===== src/rtl/radix4_div_pkg.sv =====
// Shared state encoding and constants for the radix-4 sequential divider.
package radix4_div_pkg;

  typedef enum logic [1:0] {IDLE, CALC, FIX, DONE} state_t;

  localparam int DEF_WIDTH = 16;

  // Wide enough for any legal WIDTH; users slice [WIDTH-1:0].
  localparam logic [63:0] SAT_ONES = '1;

endpackage


===== src/rtl/radix4_div_digit.sv =====
// Radix-4 restoring digit selection: largest k in 0..3 with rp - k*d >= 0.
// Purely combinational; expects rp < 4*d so the next remainder fits WIDTH bits.
module radix4_div_digit #(
  parameter int WIDTH = 16
) (
  input  logic [WIDTH+1:0] rp,
  input  logic [WIDTH-1:0] d,
  output logic [1:0]       q,
  output logic [WIDTH-1:0] r_next
);

  logic [WIDTH+2:0] ext, d1, d2, d3;
  logic [WIDTH+2:0] t1, t2, t3;
  logic             unused_bits;

  // One guard bit above rp/3d makes the sign of each trial exact.
  assign ext = {1'b0, rp};
  assign d1  = {3'b000, d};
  assign d2  = {2'b00, d, 1'b0};
  assign d3  = d1 + d2;

  assign t1 = ext - d1;
  assign t2 = ext - d2;
  assign t3 = ext - d3;

  // A non-negative trial is below d, so its upper bits are always zero.
  assign unused_bits = ^{t1[WIDTH+1:WIDTH], t2[WIDTH+1:WIDTH], t3[WIDTH+1:WIDTH]};

  always_comb begin
    q      = 2'd0;
    r_next = rp[WIDTH-1:0];
    if (!t3[WIDTH+2]) begin
      q      = 2'd3;
      r_next = t3[WIDTH-1:0];
    end else if (!t2[WIDTH+2]) begin
      q      = 2'd2;
      r_next = t2[WIDTH-1:0];
    end else if (!t1[WIDTH+1+1]) begin
      q      = 2'd1;
      r_next = t1[WIDTH-1:0];
    end
  end

endmodule


===== src/rtl/radix4_seq_divider.sv =====
// Sequential 2W/W radix-4 divider with ovf/dz flags; RADIX4_DIV_SIGNED_EN selects two's-complement operands.
// done pulses ITER+2 edges after accept (1 edge on dz/ovf early exit); start is ignored while busy.
module radix4_seq_divider
  import radix4_div_pkg::*;
#(
  parameter int WIDTH = DEF_WIDTH
) (
  input  logic               clk,
  input  logic               reset,
  input  logic               start,
  input  logic [2*WIDTH-1:0] dividend,
  input  logic [WIDTH-1:0]   divisor,
  output logic               busy,
  output logic               done,
  output logic [WIDTH-1:0]   quotient,
  output logic [WIDTH-1:0]   remainder,
  output logic               ovf,
  output logic               dz
);

  localparam int ITER = WIDTH / 2;
  localparam int CW   = $clog2(ITER + 1);
  localparam logic [CW-1:0]    LAST = CW'(ITER - 1);
  localparam logic [WIDTH-1:0] SAT  = SAT_ONES[WIDTH-1:0];

  state_t           state, state_nxt;
  logic [CW-1:0]    cnt;
  logic [WIDTH-1:0] d_reg, rem_r, shf, quo;
  logic [WIDTH-1:0] q_res, r_res;
  logic             ovf_res, dz_res;

  logic [2*WIDTH-1:0] a_mag;
  logic [WIDTH-1:0]   d_mag;
  logic               div_zero, pre_ovf;

  logic [WIDTH+1:0] rp;
  logic [1:0]       digit;
  logic [WIDTH-1:0] rem_nxt;
  logic [WIDTH-1:0] fix_q, fix_r;
  logic             fix_ovf;

`ifdef RADIX4_DIV_SIGNED_EN
  localparam logic [WIDTH-1:0] MIN_MAG = {1'b1, {(WIDTH-1){1'b0}}};
  logic sgn_q, sgn_r;

  // 2W-bit magnitude keeps the most-negative dividend representable.
  always_comb begin
    a_mag = dividend[2*WIDTH-1] ? -dividend : dividend;
    d_mag = divisor[WIDTH-1] ? -divisor : divisor;
  end

  always_comb begin
    fix_ovf = sgn_q ? (quo > MIN_MAG) : quo[WIDTH-1];
    fix_q   = sgn_q ? -quo : quo;
    fix_r   = sgn_r ? -rem_r : rem_r;
  end
`else
  assign a_mag   = dividend;
  assign d_mag   = divisor;
  assign fix_ovf = 1'b0;
  assign fix_q   = quo;
  assign fix_r   = rem_r;
`endif

  assign div_zero = (divisor == '0);
  // High half already >= divisor means the quotient needs more than WIDTH bits.
  assign pre_ovf  = (a_mag[2*WIDTH-1:WIDTH] >= d_mag);

  assign rp = {rem_r, shf[WIDTH-1:WIDTH-2]};

  radix4_div_digit #(.WIDTH(WIDTH)) u_digit (
    .rp     (rp),
    .d      (d_reg),
    .q      (digit),
    .r_next (rem_nxt)
  );

  always_ff @(posedge clk) begin
    if (reset) state <= IDLE;
    else       state <= state_nxt;
  end

  always_comb begin
    state_nxt = state;
    unique case (state)
      IDLE:    if (start) state_nxt = (div_zero || pre_ovf) ? DONE : CALC;
      CALC:    if (cnt == LAST) state_nxt = FIX;
      FIX:     state_nxt = DONE;
      DONE:    state_nxt = IDLE;
      default: state_nxt = IDLE;
    endcase
  end

  assign busy = (state != IDLE);

  always_ff @(posedge clk) begin
    if (reset) begin
      cnt       <= '0;
      d_reg     <= '0;
      rem_r     <= '0;
      shf       <= '0;
      quo       <= '0;
      q_res     <= '0;
      r_res     <= '0;
      ovf_res   <= 1'b0;
      dz_res    <= 1'b0;
      done      <= 1'b0;
      quotient  <= '0;
      remainder <= '0;
      ovf       <= 1'b0;
      dz        <= 1'b0;
`ifdef RADIX4_DIV_SIGNED_EN
      sgn_q     <= 1'b0;
      sgn_r     <= 1'b0;
`endif
    end else begin
      done <= 1'b0;
      unique case (state)
        IDLE: begin
          if (start) begin
            d_reg   <= d_mag;
            rem_r   <= a_mag[2*WIDTH-1:WIDTH];
            shf     <= a_mag[WIDTH-1:0];
            quo     <= '0;
            cnt     <= '0;
            ovf     <= 1'b0;
            dz      <= 1'b0;
            dz_res  <= div_zero;
            ovf_res <= !div_zero && pre_ovf;
            q_res   <= SAT;
            r_res   <= div_zero ? dividend[WIDTH-1:0] : '0;
`ifdef RADIX4_DIV_SIGNED_EN
            sgn_q   <= dividend[2*WIDTH-1] ^ divisor[WIDTH-1];
            sgn_r   <= dividend[2*WIDTH-1];
`endif
          end
        end
        CALC: begin
          rem_r <= rem_nxt;
          shf   <= {shf[WIDTH-3:0], 2'b00};
          quo   <= {quo[WIDTH-3:0], digit};
          cnt   <= cnt + CW'(1);
        end
        FIX: begin
          ovf_res <= fix_ovf;
          q_res   <= fix_ovf ? SAT : fix_q;
          r_res   <= fix_ovf ? '0 : fix_r;
        end
        DONE: begin
          done      <= 1'b1;
          quotient  <= q_res;
          remainder <= r_res;
          ovf       <= ovf_res;
          dz        <= dz_res;
        end
        default: ;
      endcase
    end
  end

endmodule


===== config.mk =====
export PLATFORM = sky130hd
export DESIGN_NAME = radix4_seq_divider
export DESIGN_NICKNAME = d
export VERILOG_FILES = /design/src/rtl/radix4_div_pkg.sv /design/src/rtl/radix4_div_digit.sv /design/src/rtl/radix4_seq_divider.sv
export SDC_FILE = /design/constraint.sdc
export NUM_CORES = 1
export LEC_CHECK = 0
export BUFFER_PORTS_ARGS = -buffer_cell sky130_fd_sc_hd__buf_4
export CORE_UTILIZATION = 50
export DETAILED_ROUTE_END_ITERATION = 10
export HOLD_SLACK_MARGIN = 0.03
export PLACE_DENSITY = 0.72
export SETUP_SLACK_MARGIN = 0.4
export SKIP_LAST_GASP = 1
export SYNTH_ARGS = -nofsm -noshare
export SYNTH_HDL_FRONTEND = slang
export SYNTH_HIERARCHICAL = 1
export SYNTH_SLANG_ARGS = --single-unit
export TNS_END_PERCENT = 10

===== constraint.sdc =====
create_clock -name clk -period 3.2 [get_ports clk]
set_clock_uncertainty 0.1 [all_clocks]
set_input_delay 0.16 -clock clk [delete_from_list [all_inputs] [get_ports clk]]
set_output_delay 0.16 -clock clk [all_outputs]
set_load 0.02 [all_outputs]

==> impl_results.md, run 1 <==
* Syn_area_per_cell at about 8.5 um2
* Nets@finish at 1391
* Syn_nets at 1197
* Drt total wl at 26900 um
* CTS max path bufs at 2
* Startpoint types: flop
* Worst-path fanout max at 4
* Root buf cell: clkbuf_16
* Most frequent cell on the critical path: mux2i_1
* Compound-Gate Fraction of Synth Area at 0.213
* # port buffers at 86
* Initial Util at 0.515
* Max-capacitance violation count at 0
* Syn-to-layout area delta at 31.9%
* DP Area at 0.0105 mm2
* Worst Path Class, Setup: reg2reg
* Ant. Diodes at 0
* Clock Pin Slew Worst Setup and Hold Paths at 70 ps
* Per-cell routed wire length at 18.1 um
* Die Span X at 136 um
* Highest-count cells in the layout ignoring fill and taps: buf_4, nor2_1, dfxtp_1
* Commonest non-fill, non-tap cell in the layout: buf_4
* Fin crit share at 0.999
* Synth Area in Adders at 0.143
* Row cnt at 48
* Synth Area in Simple Gates at 0.166
* Die height at ~140 um
* Max transition margin at 0.458
* Area leader, netlist: dfxtp_1
* Hold WC Path Type: in2reg
* FFs w/ async S/R, synth at 0
* Post-synth EDFFs at 0
* Cell area after layout at ~0.012 mm2
* Vias per cell at between 5 and 6
* Req. time, crit path at between 3000 and 4000 ps
* DRT antenna net count at 0
* XOR/XNOR Fraction of Synth Area at 0.0303
* Layout cell share with drive strength beyond 1 at 0.250
* RePlAce Congestion at between 0.9 and 1
* TritonCTS clock tree: built
* Worst slew pin tran at 812 ps
* Seq/Total Area, Yosys at 0.310
* Worst setup margin at 3.75 ps
* Via count at 8685
* Vias in the first global route at 8388
* Ys flop type: dfxtp_1
* Placed insts at roughly 1.4k
* # H-tree levels at 4
* Die area at 0.0185 mm2
* Largest family of logic cells by synthesized area: compound AO/OA/AOI/OAI gates
* Delay-heaviest family, CP: compound AO/OA/AOI/OAI gates
* Core area at 0.0174 mm2
* All-Layer GR Usage at 0.294
* Remaining global-route overflow at 0
* RSZ-0062 raised after global routing: true
* Initial antenna violation count at 1
* Number of synthesized register bits at 139
* Worst path max stage delay at 410 ps
* FMAX at between 300 and 400 MHz
* Clock Latency Late Sink at ~430 ps
* Synth Instances at 1054
* # DRC at 0
* Element type at the critical path end: flop
* DR iter-0 viols at around 600
* Hold slack at between 90 and 100 ps
* YS warnings at 6
* Post-Syn Area at 0.00896 mm2
* Synth area leaders: dfxtp_1, ha_1, mux2i_1
* Worst EP arrival at 3450 ps
* Tmin final at 3200 ps
* # clock sinks at ~140
* Max Slew Vio Count at 0
* # fillers at 1346
* Outcome: complete, no violations
* CP Cell Sequence: inv_2 -> buf_4 -> ha_1 -> o21ai_0 -> a21oi_2 -> o41a_1 -> a31oi_1 -> a31oi_2 -> xnor2_1 -> o2bb2ai_1 -> mux2i_1 -> mux2i_1 -> a211oi_1
* CTS Buf Count at 17
* Setup violations, final at 0
* Post-detail-place hpwl at 19200 um
* Finished Layout Cells at 1486
* Largest net degree at the start of global routing at 63
* Dpl ws at -152 ps
* Critical path buffers and inverters at 2
* First drt pass iteration count at 5
* Top-area cell type share of the netlist area at 0.310
* CP max stage cell: a31oi_1
* First-pass GRT wire length at 42000 um
* Synth unique cells at approximately 70
* I/O Pins at 87
* Fin. Hold Viols at 0
* Mux cell area share after synthesis at 0.0785
-- path summary, 6_finish.rpt --
check,end,depth (start not counted),slack [ps],from
min,quotient[13]$_SDFFE_PP0P_,2,100,reset
max reg2reg,fix_r[15]$_SDFFE_PP0P_,13,4,d_reg[3]$_SDFFE_PP0P_
min reg2reg,d_reg[4]$_SDFFE_PP0P_,2,360,d_reg[4]$_SDFFE_PP0P_
max,fix_r[15]$_SDFFE_PP0P_,13,4,d_reg[3]$_SDFFE_PP0P_
-- Yosys cell counts (all sizes together), types with 5 or more instances --
library cell,instances
a221oi,17
nor4,5
o21ai,36
o22ai,27
a31oi,7
xnor2,12
a21oi,57
nand2b,13
nand2,82
a22oi,20
dfxtp,139
ha,75
xor2,19
nor3,26
clkbuf,28
a21o,8
a211oi,42
nor2,164
o21a,9
inv,64
fa,17
nand3,12
mux2i,68
a31o,6
nand4,8
or3,5
buf,29
o211ai,6
-- stage by stage --
| stage | util | TNS (ps) |
|---|---|---|
| 3_5_place_dp | 0.603 | -1250 |
| 6_report | 0.679 | 0 |
| 5_1_grt | 0.679 | -1980 |
| 3_3_place_gp | 0.603 | -49.1 |
| 2_1_floorplan | - | 0 |
| 4_1_cts | 0.678 | 0 |
-- area by class of cell --
| cell class | count | area (um2) | area share |
|---|---|---|---|
| clock inverter | 15 | 218 | 0.0184 |
| timing repair buffer | 232 | 1930 | 0.163 |
| tap | 225 | 282 | 0.0238 |
| clock buffer | 17 | 425 | 0.0360 |
| multi-input combinational | 794 | 5930 | 0.501 |
| sequential | 139 | 2800 | 0.237 |
| inverter | 64 | 240 | 0.0203 |
-- kinds of logic (layout without fill, tap and decap cells) --
kind of cell / Yosys count / count (layout)
adders and majority gates: 92 / 92
xor gates and xnor gates: 31 / 31
AOI/OAI and AO/OA: 268 / 268
muxes: 70 / 70
DFF: 139 / 139
and+or+nand+nor: 333 / 333
buffers and inverters: 121 / 328
-- what timing repair did --
action	CTS	global route
resized for setup	28	4
hold buffers	48	0
pin swaps	19	1
gates cloned	1	0
buffers inserted	6	0
endpoints found under the setup margin	18	18
endpoints found under the hold margin	59	0
-- routing by layer --
layer	track usage	part of all wire
met5	0	0.00048
met4	0.112	0.028
met3	0.0567	0.055
met2	0.502	0.48
met1	0.365	0.44
Power of run 1 is not shown: default switching activity piles up to over one toggle a cycle in this logic, so the estimate is an artifact.
==> run 2, diff against run 1 <==
--- a/config.mk
+++ b/config.mk
@@ -6,10 +6,11 @@
 export NUM_CORES = 1
 export LEC_CHECK = 0
 export BUFFER_PORTS_ARGS = -buffer_cell sky130_fd_sc_hd__buf_4
+export CORE_MARGIN = 5
 export CORE_UTILIZATION = 50
 export DETAILED_ROUTE_END_ITERATION = 10
 export HOLD_SLACK_MARGIN = 0.03
-export PLACE_DENSITY = 0.72
+export PLACE_DENSITY = 0.69
 export SETUP_SLACK_MARGIN = 0.4
 export SKIP_LAST_GASP = 1
 export SYNTH_ARGS = -nofsm -noshare
==> constraint.sdc (replaced) <==
create_clock -name clk -period 3.8 [get_ports clk]
set_clock_uncertainty 0.1 [all_clocks]
set_input_delay 0.19 -clock clk [delete_from_list [all_inputs] [get_ports clk]]
set_output_delay 0.19 -clock clk [all_outputs]
set_load 0.02 [all_outputs]
==> run 2 against run 1 <==
Die area is 12% higher. Critical path depth increased by 2. Wire length shrank 3.8%. Register-to-register slack improved by 360 ps. Fmax shrank 7.1%. Core utilization is 4.5 points lower. Cell area fell by 4.7%. Sequential share of layout area up 1.2 points. Setup slack better by 360 ps. Worst hold slack worse by 48 ps. Flip-flop and latch count unchanged. Critical path type unchanged. Global-route usage fell by 4.7 points.
==> impl_results.md, run 2 (synthesis gave the netlist of run 1 again) <==
* Req. time, crit path at slightly below 4000 ps
* Finished Layout Cells at between 1k and 1.5k
* DRT antenna net count at 0
* Clock Pin Slew Worst Setup and Hold Paths at approximately 60 ps
* Max transition margin at 0.326
* Largest net degree at the start of global routing at 95
* Outcome: complete, no violations
* RePlAce Congestion at 0.988
* Via count at 8199
* Commonest non-fill, non-tap cell in the layout: nor2_1
* Die Span X at around 140 um
* # DRC at 0
* Drt total wl at ~26000 um
* FMAX at 291 MHz
* Nets@finish at 1327
* Root buf cell: clkbuf_16
* Cell depth of the worst flop-to-flop path at 15
* Post-detail-place hpwl at between 15000 and 20000 um
* Worst Setup EP: fix_r[1]$_SDFFE_PP0P_
* Startpoint types: flop
* I/O Pins at 87
* Vias per cell at 5.75
* Vias in the first global route at 7928
* CTS max path bufs at 2
* Worst-path fanout max at 6
* Die height at 144 um
* All-Layer GR Usage at 0.247
* Worst Path Class, Setup: reg2reg
* Ant. Diodes at 0
* Setup violations, final at 0
* # port buffers at 86
* Final design utilization at 0.633
* Die area at 0.0207 mm2
* # fillers at 1529
* Highest-count cells in the layout ignoring fill and taps: nor2_1, dfxtp_1, buf_4
* Worst slew pin tran at slightly above 1000 ps
* Initial antenna violation count at 0
* Start point of the critical path: fix_r[1]$_SDFFE_PP0P_
* RSZ-0062 raised after global routing: true
* Hold WC Path Type: in2reg
* RR Startpoint: fix_r[1]$_SDFFE_PP0P_
* # clock sinks at about 140
* TritonCTS clock tree: built
* # H-tree levels at 4
* First-pass GRT wire length at between 40000 and 50000 um
* Element type at the critical path end: flop
* R2R setup slack at 360 ps
* Fin crit share at 0.905
* Row cnt at 49
* Layout cell share with drive strength beyond 1 at 0.216
* Syn-to-layout area delta at 25.7%
* Max-capacitance violation count at 0
* Tmin final at 3440 ps
* Sum Neg Setup Slack at 0 ps
* Placed insts at 1345
* Per-cell routed wire length at approximately 18 um
* DR iter-0 viols at 538
* Worst EP arrival at roughly 3600 ps
* CTS Buf Count at 17
* First drt pass iteration count at 6
* Max Slew Vio Count at 0
* Core area at 0.0178 mm2
* Clock Latency Late Sink at 420 ps
* Initial Util at 0.504
* Remaining global-route overflow at 0
* Fin. Hold Viols at 0
* Reg-to-reg critical path endpoint: fix_r[1]$_SDFFE_PP0P_
==> run 2: area by class of cell <==
cell class,count,area [um2],area share
tap,229,287,0.0254
inverter,64,243,0.0216
sequential,139,2800,0.248
timing repair buffer,168,1420,0.126
multi-input combinational,794,5920,0.526
clock inverter,15,171,0.0152
clock buffer,17,425,0.0378
==> run 2: worst min path at each step <==
stage | startpoint | to | slack (ps) | cells after the start
final | dividend[27] | fix_r[11]$_SDFFE_PP0P_ | 50 | 3
after global routing | dividend[20] | fix_r[4]$_SDFFE_PP0P_ | 70 | 3
after CTS | dividend[27] | fix_r[11]$_SDFFE_PP0P_ | 30 | 3
after detailed placement | d_reg[5]$_SDFFE_PP0P_ | d_reg[5]$_SDFFE_PP0P_ | 350 | 2
after global placement | d_reg[9]$_SDFFE_PP0P_ | d_reg[9]$_SDFFE_PP0P_ | 340 | 2
after floorplan | divisor[10] | d_reg[10]$_SDFFE_PP0P_ | 230 | 2
==> run 2: critical path, stage by stage, from the launching register on <==
cell,delay (ps)
dfxtp_1,360
fa_1,610
ha_4,230
nor2_4,130
a21oi_4,50
nor4b_4,130
o41ai_2,380
buf_4,190
o21ai_4,70
a211oi_4,260
buf_6,170
buf_12,120
buf_6,120
o22ai_1,80
mux2i_1,190
a211oi_2,90
==> run 2: layer usage <==
layer | global-route usage | share of wire
met5 | 0 | 0
met3 | 0.0339 | 0.043
met4 | 0.0803 | 0.026
met2 | 0.412 | 0.48
met1 | 0.330 | 0.45
==> run 2: timing repair <==
action,in CTS,in global routing
hold buffers,39,0
cloned,0,1
pin swaps,6,20
endpoints found under the hold margin,44,0
buffers inserted,3,6
setup endpoints to repair,18,18
gates resized for setup,23,52
==> run 2: through the flow <==
stage / worst slack (ps) / instance area, um2 / hold WS (ps)
detailed placement: 84.0 / 9920 / 346
global route: 258 / 11300 / 68.8
CTS: 368 / 11000 / 34.0
floorplan: 405 / 8970 / 226
global placement: 109 / 9920 / 342
finish: 361 / 11300 / 49.1
Power of run 2 is left out for the same reason.
==> run 3, diff against run 2 <==
--- a/config.mk
+++ b/config.mk
@@ -9,7 +9,7 @@
 export CORE_MARGIN = 5
 export CORE_UTILIZATION = 50
 export DETAILED_ROUTE_END_ITERATION = 10
-export HOLD_SLACK_MARGIN = 0.03
+export HOLD_SLACK_MARGIN = 0.02
 export PLACE_DENSITY = 0.69
 export SETUP_SLACK_MARGIN = 0.4
 export SKIP_LAST_GASP = 1
==> constraint.sdc (replaced) <==
create_clock -name clk -period 4.35 [get_ports clk]
set_clock_uncertainty 0.1 [all_clocks]
set_input_delay 0.2175 -clock clk [delete_from_list [all_inputs] [get_ports clk]]
set_output_delay 0.2175 -clock clk [all_outputs]
set_load 0.02 [all_outputs]
==> run 3 against run 2 <==
Die area did not move. Core utilization down 3.4 points. Wire length is 5.1% lower. Critical path type unchanged. Critical endpoint is now fix_r[12]$_SDFFE_PP0P_.
==> impl_results.md, run 3 (synthesis gave the netlist of run 1 again) <==
* Outcome: complete, no violations
* Initial Util at 0.504
* # port buffers at 86
* Clock Latency Late Sink at 420 ps
* Per-cell routed wire length at 17.7 um
* Setup violations, final at 0
* Nets@finish at 1291
* Max transition margin at 0.229
* Tmin final at 3780 ps
* Worst Path Class, Setup: reg2reg
* Max Slew Vio Count at 0
* Element type at the critical path end: flop
* Vias in the first global route at around 7.8k
* Ant. Diodes at 0
* Root buf cell: clkbuf_16
* Start point of the critical path: shf[14]$_SDFFE_PP0P_
* Syn-to-layout area delta at 18.9%
* Placed insts at 1331
* RePlAce Congestion at about 0.97
* Row cnt at 49
* Sum Neg Setup Slack at 0 ps
* I/O Pins at 87
* Hold WC Path Type: in2reg
* GRT busiest layer: met2
* Worst-path fanout max at 14
* Commonest non-fill, non-tap cell in the layout: nor2_1
* Fin crit share at 0.869
* RR Startpoint: shf[14]$_SDFFE_PP0P_
* Drt total wl at 24600 um
* Cell area after layout at 0.0107 mm2
* Worst path max stage delay at 430 ps
* CTS Buf Count at 17
* # H-tree levels at 4
* CP Cell Sequence: inv_1 -> ha_1 -> fa_1 -> nand2b_1 -> a21oi_1 -> o21ai_2 -> o31ai_2 -> o31ai_4 -> buf_4 -> a2111oi_1 -> o211ai_1 -> o21ai_0 -> mux2i_1 -> a211oi_1
* RSZ-0062 raised after global routing: true
* Hold_sp: dividend[7]
* Worst EP arrival at 4010 ps
* Finished Layout Cells at 1390
* Delay-heaviest family, CP: compound AO/OA/AOI/OAI gates
* Max-capacitance violation count at 0
* Critical path buffers and inverters at 2
* GR Util met3 at 0.0629
* FMAX at 265 MHz
* CP max stage cell: fa_1
* First drt pass iteration count at 5
* All-Layer GR Usage at 0.240
* Via count at 7981
* Met1 Use GR at 0.316
* # clock sinks at 139
* Remaining global-route overflow at 0
* Die area at around 0.021 mm2
* Largest net degree at the start of global routing at between 80 and 90
* # DRC at 0
* # fillers at around 1.6k
* Die height at 144 um
* Highest-count cells in the layout ignoring fill and taps: nor2_1, dfxtp_1, buf_4
* Worst slew pin tran at 1160 ps
* Vias per cell at 5.74
* Die Span X at 144 um
* Fin. Hold Viols at 0
* Startpoint types: flop
* Post-detail-place hpwl at about 18000 um
* Layout cell share with drive strength beyond 1 at 0.164
* DRT antenna net count at 0
* Initial antenna violation count at 1
* DP Area at 0.00978 mm2
* Req. time, crit path at around 4600 ps
* CTS max path bufs at 2
* First-pass GRT wire length at 39400 um
* Met2 usage at 0.388
* Core area at 0.0178 mm2
* Clock Pin Slew Worst Setup and Hold Paths at 60 ps
* TritonCTS clock tree: built
* DR iter-0 viols at 551
==> run 3: routing by layer <==
metal  share of wire  vias to the layer above
met3           0.055                       53
li1                -                     3973
met2            0.47                      196
met5         0.00053                        -
met4           0.024                        2
met1            0.45                     3757
==> run 3: worst paths after layout <==
kind,slack [ps],cells after the start,end
worst max-delay path,570,14,fix_r[12]$_SDFFE_PP0P_
worst min-delay path,30,3,r_res[7]$_SDFFE_PP0P_
worst max register to register,570,14,fix_r[12]$_SDFFE_PP0P_
worst min register to register,360,2,d_reg[3]$_SDFFE_PP0P_
==> run 3: metrics by stage <==
step           worst slack (ps)  hold slack [ps]   util
6_report                    570             34.6  0.600
5_1_grt                     374             37.4  0.600
4_1_cts                     413             21.8  0.598
3_5_place_dp                330              349  0.550
3_3_place_gp                396              343  0.550
2_1_floorplan               849              253      -
==> run 3: cell type report <==
class | count | area (um2) | share of cell area
multi-input cells | 794 | 5690 | 0.534
inverters | 64 | 240 | 0.0225
clock buffers | 18 | 439 | 0.0412
well taps | 229 | 287 | 0.0269
repair buffers | 132 | 1060 | 0.0994
flip-flops and latches | 139 | 2780 | 0.261
clock inverters | 14 | 156 | 0.0147
==> run 3: repair_timing <==
action	in CTS	in global routing
endpoints found under the hold margin	26	0
endpoints found under the setup margin	8	16
pin swaps	0	1
buffers inserted	0	1
hold buffers	26	0
gates resized for setup	1	5
==> run 3: worst reg2reg max path, cell delays in order (launching register included) <==
cell       delay [ps]
dfxtp_1           370
inv_1              90
ha_1              230
fa_1              430
nand2b_1          190
a21oi_1           250
o21ai_2           160
o31ai_2           410
o31ai_4           210
buf_4             250
a2111oi_1         390
o211ai_1          160
o21ai_0           100
mux2i_1            90
a211oi_1          270
Power of run 3 is left out for the same reason.
